[src/rtl/first_down_counter.sv]
// Loadable WIDTH-bit down counter with a one-cycle underflow pulse on the 0 -> all-ones wrap.
// Define FIRST_DOWN_COUNTER_RELOAD_EN to reload the last loaded value on underflow instead of wrapping.
module first_down_counter #(
    parameter int WIDTH       = 4,
    parameter int RESET_VALUE = 0
) (
    input  logic             clk,
    input  logic             reset,
    input  logic             enable,
    input  logic             load,
    input  logic [WIDTH-1:0] load_value,
    output logic [WIDTH-1:0] counter_out,
    output logic             underflow_out,
    output logic             busy_out
);

    typedef enum logic {
        IDLE  = 1'b0,
        ARMED = 1'b1
    } state_t;

    localparam logic [WIDTH-1:0] RESET_COUNT = WIDTH'(RESET_VALUE);

    state_t           state_reg, state_next;
    logic [WIDTH-1:0] count_reg, count_next;
    logic             underflow_reg, underflow_next;

`ifdef FIRST_DOWN_COUNTER_RELOAD_EN
    logic [WIDTH-1:0] reload_reg, reload_next;

    always_ff @(posedge clk or negedge reset) begin
        if (!reset) begin
            reload_reg <= '0;
        end else begin
            reload_reg <= reload_next;
        end
    end
`endif

    always_ff @(posedge clk or negedge reset) begin
        if (!reset) begin
            state_reg     <= IDLE;
            count_reg     <= RESET_COUNT;
            underflow_reg <= 1'b0;
        end else begin
            state_reg     <= state_next;
            count_reg     <= count_next;
            underflow_reg <= underflow_next;
        end
    end

    always_comb begin
        state_next     = state_reg;
        count_next     = count_reg;
        underflow_next = 1'b0;
`ifdef FIRST_DOWN_COUNTER_RELOAD_EN
        reload_next    = reload_reg;
`endif
        case (state_reg)
            IDLE: begin
                // Enable is deliberately ignored until a value has been loaded.
                if (load) begin
                    count_next  = load_value;
`ifdef FIRST_DOWN_COUNTER_RELOAD_EN
                    reload_next = load_value;
`endif
                    state_next  = ARMED;
                end
            end
            ARMED: begin
                if (load) begin
                    count_next  = load_value;
`ifdef FIRST_DOWN_COUNTER_RELOAD_EN
                    reload_next = load_value;
`endif
                end else if (enable) begin
                    if (count_reg == '0) begin
                        underflow_next = 1'b1;
`ifdef FIRST_DOWN_COUNTER_RELOAD_EN
                        count_next     = reload_reg;
`else
                        count_next     = count_reg - WIDTH'(1);
`endif
                    end else begin
                        count_next = count_reg - WIDTH'(1);
                    end
                end
            end
            default: begin
                state_next = IDLE;
            end
        endcase
    end

    assign counter_out   = count_reg;
    assign underflow_out = underflow_reg;
    assign busy_out      = (state_reg == ARMED);

endmodule

[config.mk]
export PLATFORM = sky130hd
export DESIGN_NAME = first_down_counter
export DESIGN_NICKNAME = d
export VERILOG_FILES = /design/src/rtl/first_down_counter.sv
export SDC_FILE = /design/constraint.sdc
export NUM_CORES = 1
export LEC_CHECK = 0
export BUFFER_PORTS_ARGS = -buffer_cell sky130_fd_sc_hd__buf_2
export CORE_AREA = 8 8 45 47
export DETAILED_ROUTE_END_ITERATION = 8
export DIE_AREA = 0 0 53 55
export PLACE_DENSITY = 0.42
export SYNTH_ARGS = -nofsm -noshare
export SYNTH_HDL_FRONTEND = slang
export SYNTH_SLANG_ARGS = --single-unit
[constraint.sdc]
create_clock -name clk -period 1.2 [get_ports clk]
set_input_delay 0.12 -clock clk [delete_from_list [all_inputs] [get_ports clk]]
set_output_delay 0.12 -clock clk [all_outputs]
set_load 0.03 [all_outputs]
### Yosys cells after proc, flatten, opt, wreduce, memory -nomap -nowiden

Cells that the tools add are included.

* register bits: 6
* input port bits: 8
* output and inout bits: 6
* word-level logic and storage cells: 19

* add/sub/neg operators: 1
* eq/ne operators: 2
* muxes and demuxes: 10
* bitwise logic cells: 1
* reductions and logical operators: 2

Operator list (count)
* $mux 4: 3
* $pmux 4 s2: 1
* $mux 1: 6
* $logic_not 4->1: 1
* $sub 4x1->4 const B: 1
* $ne 3x3->1 const B: 1
* $ne 2x2->1 const B: 1
* $reduce_and 2->1: 1
* $not 1->1: 1

### Longest topological paths before layout

Gate-level depths: netlist (run 1).

* depth in word-level cells: 5
* depth in mapped cells: 5
* mapped depth without buffers: 5

### Least setup slack after synthesis (run 1)

Ideal clock, no wire load.

* path kind: register -> register
* start: register count_reg[0] (netlist: counter_out[0])
* end: register count_reg[1] (netlist: counter_out[1])
* data arrival time: 1.230 ns
* data required time: 1.075 ns
* slack: -0.155 ns
* cell stages (with the launch flop): 5
* buffers on the path: 0
* clock period less this slack: 1.355 ns
* path through: dfrtp_1 inv_1 ha_1 mux2i_1 mux2_2

* word-level cells in the longest chain between the ends: 4

Ends and longest elaborated chain
* from (decl): line 25 `logic [WIDTH-1:0] count_reg, count_next;`
* from (signal assigned): line 47 `count_reg <= count_next;`
* $sub 4x1->4: line 82, 85
* $mux 4: line 76 `end else if (enable) begin`
* $mux 4: line 71 `if (load) begin`
* $pmux 4 s2: line 59 `case (state_reg)`

No other way between the ends. The select of a mux whose other input is x is not followed.
A chain may end at the register's enable or synchronous reset.

### Final worst setup path (run 1)

* start: register count_reg[2] (netlist: counter_out[2])
* end: register count_reg[3] (netlist: counter_out[3])

The elaborated chain is that of the path after synthesis.

==> summary.txt, run 1 <==
Finish
  • Final core area utilization: 31.7%
  • Diode count: 0
  • Area delta synth->final: 46.9%
  • Net count, final: 59
  • Fin cells: 63
  • Fraction of layout instances using a drive strength above 1: between 50% and 60%

Place
  • Placed insts: 59
  • GP Congestion: 0.737
  • PortBufs: 13

Pwr
  • VDD IR max: 0.368 mV
  • Part of the power in registers: 40.1%
  • Pleak: about 0.21 nW
  • Pint: 0.000411 W
  • Logic pwr share: roughly 28%
  • PD cells: 1380 nW/um^2
  • Clk pwr share: 31.6%
  • Switching share of total power: between 30 and 40%
  • Net Sw Power: 0.000196 W

STA
  • Final Hold Viols: 0
  • Max-slew violation count: 0
  • RSZ-0062 raised after global routing: true
  • Worst Max-Slew Pin Slew: 0.271 ns
  • Slew margin rel.: 81.7%
  • Final count of negative-setup-slack endpoints: 0
  • Minimum clock period: 1.16 ns
  • Period utilization: 97.0%
  • Fmax: 859 MHz
  • Worst Skew: 0.00543 ns

Yosys
  • Synth area leaders: dfrtp_1, ha_1, inv_1
  • Synthesized area per cell: around 11 sq um
  • Cells after Synth: 28
  • Sequential element share of the synthesized area: ~50%
  • Syn. warnings: 0
  • Synthesized net count: 38
  • Yosys top cell by area: dfrtp_1
  • Synthesized cell area: 299 sq um
  • Yosys cell types: 17
  • #FFs+latches synth: 6
  • Yosys top cell area share: 50.2%

Critical path
  • Delay-heaviest family, CP: simple AND/OR/NAND/NOR gates
  • CP max stage cell: or4_1
  • Arrival time at the worst endpoint: 1.33 ns
  • Max incr delay on CP: 0.40 ns
  • Worst path buffer plus inverter count: 0
  • Reg2reg setup slack: about 0.036 ns
  • Crit-path cells: nand3b_1 > or4_1 > a31oi_1
  • Startpoint Class: flip-flop
  • Worst Setup Path Type: flip-flop to flip-flop
  • Critical Path Source: counter_out[2]
  • Reg2reg start: counter_out[2]
  • WP depth: 3
  • Crit path required time: 1.37 ns
  • Worst r2r path cells: 3
  • Worst setup path end: counter_out[3]
  • Worst-path fanout max: 2
  • Critical Path Sink Type: flip-flop
  • Reg2Reg Capture Point: counter_out[3]

Clock network
  • CTS Root Cell: clkbuf_4
  • CTS tree: yes
  • Max Root-Sink Buffers: 2
  • H-Tree Depth: 1
  • Sink Count: 6
  • CTS clk-pin slew, worst paths: 0.05 ns
  • Skew-Pair Late Insertion Delay: 0.25 ns
  • CTS Buf Count: 3

Worst hold path
  • Hold path startpoint: load_value[2]
  • Worst hold path class: primary input to flip-flop

Route
  • DRC Markers: 0
  • Post-DRT Antenna Nets: 0
  • Drt total wl: approximately 740 um
  • DR WL/cell: 11.8 um
  • Vias per inst: 4.06
  • Initial DRC count: 2
  • Pre-Repair DR Iteration Count: 4
  • Routed vias: 256

GRT
  • Initial antenna violation count: 0
  • Vias in the first global route: 273
  • Remaining global-route overflow: 0
  • Global-route wire length before repair: 1240 um
  • Total global-route track usage: 6.19%
  • Largest net degree at the start of global routing: 9

Floorplanning
  • DIE AREA: between 2000 and 3000 sq um
  • Chip width: 53 um
  • Ports: 14
  • Die height: 55 um
  • Core Box Area: 1380 sq um
  • # rows: 14
  • Starting Density: between 20 and 25%

Run status
  • Outcome: finished, final reports clean

Job
  • Max-Cap Viols: 0
power by group through the flow:
stage               Clock (W)  Combinational (W)  Sequential [W]
floorplan                   0          0.0000595        0.000287
global placement            0           0.000167        0.000244
detailed placement          0           0.000170        0.000245
CTS                  0.000200           0.000174        0.000242
global route         0.000205           0.000193        0.000246
finish               0.000192           0.000172        0.000243
through the flow:
step | total power (W) | cell area [sq um] | TNS, ns | hold WS, ns | worst slack (ns)
global placement | 0.000412 | 404 | 0 | -0.0457 | 0.0299
CTS | 0.000615 | 437 | 0 | 0.0744 | 0.0189
floorplan | 0.000347 | 304 | -0.111 | -0.176 | -0.0622
global route | 0.000644 | 439 | -0.0492 | 0.111 | -0.0270
finish | 0.000607 | 439 | 0 | 0.0826 | 0.0358
detailed placement | 0.000415 | 404 | 0 | -0.0443 | 0.0279
state kept, by name, indices dropped and copies added, names as in the netlist:
signal,count
counter_out,4
busy_out,1
underflow_out,1
cells by family (layout without fill, tap and decap cells):
kind of cell / Yosys count / after routing / synth area share (%)
xor gates and xnor gates: 2 / 2 / 5.86
AOI/OAI and AO/OA: 4 / 4 / 7.95
adders and majority gates: 2 / 2 / 8.37
muxes: 2 / 2 / 7.11
and+or+nand+nor: 9 / 9 / 16.7
DFF: 6 / 6 / 50.2
buffers and inverters: 3 / 22 / 3.77
layer usage:
metal / share of wire, % / track usage [%] / up-vias
met4: 4.6 / 7.76 / 0
met3: 7.4 / 1.87 / 4
met5: 0 / 0 / -
li1: - / - / 135
met1: 41 / 6.43 / 107
met2: 47 / 8.98 / 10
layout by cell type (no fill, tap or decap), types with 2 or more instances in the layout:
master     n
buf_2     13
buf_4      2
clkbuf_4   3
dfrtp_1    2
dfrtp_2    4
inv_2      2
nand2_1    3
o21ai_0    2
tightest hold or removal path, delay by kind of cell:
kind,cells,cell delay (ns)
buffers and inverters,1,0.07
AND/OR/NAND/NOR,1,0.03
AO/OA/AOI/OAI,1,0.06
final cells by class:
type                            instances  area [sq um]
Clock buffer                            3          22.5
Fill cell                             145           945
Inverter                                3          11.3
Multi-Input combinational cell         19           140
Sequential cell                         6           155
Tap cell                               16          20.0
Timing Repair Buffer                   16          90.1
cell usage after synthesis (all sizes together):
cell type  instances
o21ai              2
or4                1
inv                3
nor2               1
dfrtp              6
xor2               1
nand3              1
nand2              3
nand3b             1
mux2               1
o31ai              1
a31oi              1
xnor2              1
ha                 2
or2                1
mux2i              1
nor4b              1
worst min-delay path by stage:
stage / endpoint / cells after the start / slack [ns]
after global placement: underflow_out / 1 / -0.05
after CTS: counter_out[2] / 3 / 0.07
after detailed placement: underflow_out / 1 / -0.04
after floorplan: busy_out / 0 / -0.18
after global routing: counter_out[0] / 3 / 0.11
final: counter_out[2] / 3 / 0.08
timing repair:
item / 4_1_cts / 5_1_grt
setup endpoints to repair: 0 / 3
hold buffers: 1 / 0
setup buffers: 0 / 0
hold endpoints to repair: 6 / 0
gates resized for setup: 0 / 3
Note: power is estimated with default switching activity, not from simulation.
==> inputs of run 2 (changes only) <==
- PLACE_DENSITY: 0.42 -> 0.41
- clock period: 1.2 -> 1.15 ns (I/O delays scaled with it)
==> run 2 against run 1 <==
The run now ends with setup timing left. Largest power group unchanged. Die area unchanged. Clock power increased by 3%. Flip-flop and latch count unchanged. Sequential power increased by 6%. Critical endpoint unchanged. Combinational power increased by 37%. Global-route usage increased by 1.3 points. Worst setup slack got worse by 0.091 ns. Clock skew decreased by 0.0021 ns.
==> summary.txt, run 2 (same netlist as run 1, synthesis figures left out) <==
Floorplanning
  • Chip width: 53 um (unchanged)
  • Core Box Area: 1380 sq um (unchanged)
  • Die height: 55 um (unchanged)
  • DIE AREA: 2920 sq um (unchanged)
  • Ports: 14 (unchanged)
  • # rows: 14 (unchanged)
  • Starting Density: 21.6% (unchanged)

Pwr
  • Part of the power in registers: 37.3% (-2.8 points)
  • Net Sw Power: 0.000223 W (+14%)
  • Switching share of total power: 32.3% (about the same)
  • PD cells: 1380 nW/um^2 (-0.24%)
  • Clk pwr share: 28.7% (-2.9 points)
  • Logic pwr share: 34.0% (+5.7 points)
  • Pleak: 0.242 nW (+16%)
  • VDD IR max: 0.465 mV (+27%)
  • Pint: 0.000468 W (+14%)

Clock network
  • CTS clk-pin slew, worst paths: 0.05 ns (about the same)
  • CTS Root Cell: clkbuf_4
  • Sink Count: 6 (unchanged)
  • Skew-Pair Late Insertion Delay: 0.25 ns (about the same)
  • CTS Buf Count: 3 (unchanged)
  • CTS tree: yes
  • H-Tree Depth: 1 (unchanged)
  • Max Root-Sink Buffers: 2 (unchanged)

Route
  • Post-DRT Antenna Nets: 0 (unchanged)
  • DR WL/cell: 13.0 um (+10%)
  • Initial DRC count: 3 (+1)
  • Routed vias: 296 (+16%)
  • DRC Markers: 0 (unchanged)
  • Vias per inst: 4.42 (+8.7%)
  • Drt total wl: 871 um (+17%)
  • Pre-Repair DR Iteration Count: 4 (unchanged)

STA
  • Setup ws final: -0.0552 ns (-0.0910 ns)
  • Hold Slack: 0.0793 ns (-0.00331 ns)
  • RSZ-0062 raised after global routing: true
  • Final count of negative-setup-slack endpoints: 2 (+2)
  • Fmax: 830 MHz (-3.4%)
  • Setup TNS: -0.0580 ns (-0.0580 ns)
  • Minimum clock period: 1.21 ns (+0.0410 ns)
  • Slew margin rel.: 86.8% (+5.1 points)
  • Worst Skew: 0.00331 ns (-0.00212 ns)
  • Max-slew violation count: 0 (unchanged)
  • Worst Max-Slew Pin Slew: 0.197 ns (-0.0739 ns)
  • Final Hold Viols: 0 (unchanged)
  • Period utilization: 105% (+7.8 points)

Place
  • PortBufs: 13 (unchanged)
  • Dpl hpwl: 631 um
  • GP Congestion: 0.698 (-5.3%)
  • Pre-CTS WS: -0.0324 ns (-0.0602 ns)

Critical path
  • Startpoint Class: flip-flop
  • Critical Path Sink Type: flip-flop
  • Crit path required time: 1.32 ns (-0.05 ns)
  • Worst-path fanout max: 2 (unchanged)
  • Arrival time at the worst endpoint: 1.37 ns (+0.04 ns)
  • Worst Setup Path Type: flip-flop to flip-flop

GRT
  • Initial antenna violation count: 0 (unchanged)
  • Vias in the first global route: 299 (+9.5%)
  • Largest net degree at the start of global routing: 9 (unchanged)
  • Remaining global-route overflow: 0 (unchanged)
  • Total global-route track usage: 7.45% (+1.3 points)
  • Global-route wire length before repair: 1410 um (+14%)

Worst hold path
  • Worst hold path class: primary input to flip-flop

Finish
  • Largest register FFs: 4 (unchanged)
  • Fillers: 145 (unchanged)
  • Most frequent cells in the layout: buf_2, buf_4, dfrtp_2, nand2_1, clkbuf_4
  • Fraction of layout instances using a drive strength above 1: 64.7% (+7.3 points)
  • Area delta synth->final: 67.8%
  • Final core area utilization: 36.3% (+4.5 points)
  • Net count, final: 63 (+6.8%)
  • Commonest non-fill, non-tap cell in the layout: buf_2
  • Diode count: 0 (unchanged)

Job
  • Max-Cap Viols: 0 (unchanged)

Run status
  • Outcome: complete, but fails checks
  • Violated checks: setup timing
[run 2: area by class of cell]
class                   count  area, sq um  share of cell area [%]
clock buffers               3         22.5                    4.49
inverters                   3         13.8                    2.74
multi-input cells          19          168                    33.4
flip-flops and latches      6          155                    30.9
well taps                  16         20.0                    3.99
repair buffers             20          123                    24.4
[run 2: worst paths after layout]
path | startpoint | endpoint | slack, ns | cells after the start
worst max-delay path | counter_out[2] | counter_out[3] | -0.06 | 3
min in group asynchronous | reset | counter_out[3] | 0.23 | 2
worst min-delay path | load_value[2] | counter_out[2] | 0.08 | 3
worst max register to register | counter_out[2] | counter_out[3] | -0.06 | 3
max in group asynchronous | reset | counter_out[0] | 0.76 | 2
worst min register to register | counter_out[3] | underflow_out | 0.50 | 1
[run 2: metal layers]
| layer | part of all wire, % | vias up | track usage, % |
|---|---|---|---|
| met4 | 1.6 | 0 | 9.05 |
| met2 | 52 | 8 | 10.4 |
| met5 | 0 | - | 0 |
| met3 | 3.3 | 2 | 3.48 |
| li1 | - | 144 | - |
| met1 | 43 | 142 | 7.49 |
[run 2: worst max-delay path, stage by stage (launching register included)]
cell	delay, ns
dfrtp_2	0.39
nand3b_1	0.16
or4_1	0.42
a31oi_1	0.15
[run 2: power by group through the flow]
stage / Clock, W / Combinational [W] / Sequential, W
6_report: 0.000198 / 0.000235 / 0.000258
5_1_grt: 0.000235 / 0.000257 / 0.000263
4_1_cts: 0.000215 / 0.000211 / 0.000254
3_5_place_dp: 0 / 0.000195 / 0.000256
3_3_place_gp: 0 / 0.000191 / 0.000255
2_1_floorplan: 0 / 0.0000621 / 0.000300
[run 2: per-stage QoR]
| stage | cells | area, sq um | power [W] |
|---|---|---|---|
| after floorplan | 28 | 304 | 0.000362 |
| after global placement | 61 | 419 | 0.000446 |
| after detailed placement | 61 | 419 | 0.000451 |
| after CTS | 67 | 467 | 0.000679 |
| after global routing | 67 | 502 | 0.000754 |
| final | 67 | 502 | 0.000691 |
[run 2: repair_timing]
item	in CTS	in global routing
resized for setup	1	8
hold buffers	1	0
hold endpoints to repair	6	0
endpoints found under the setup margin	2	4
setup buffers	2	0
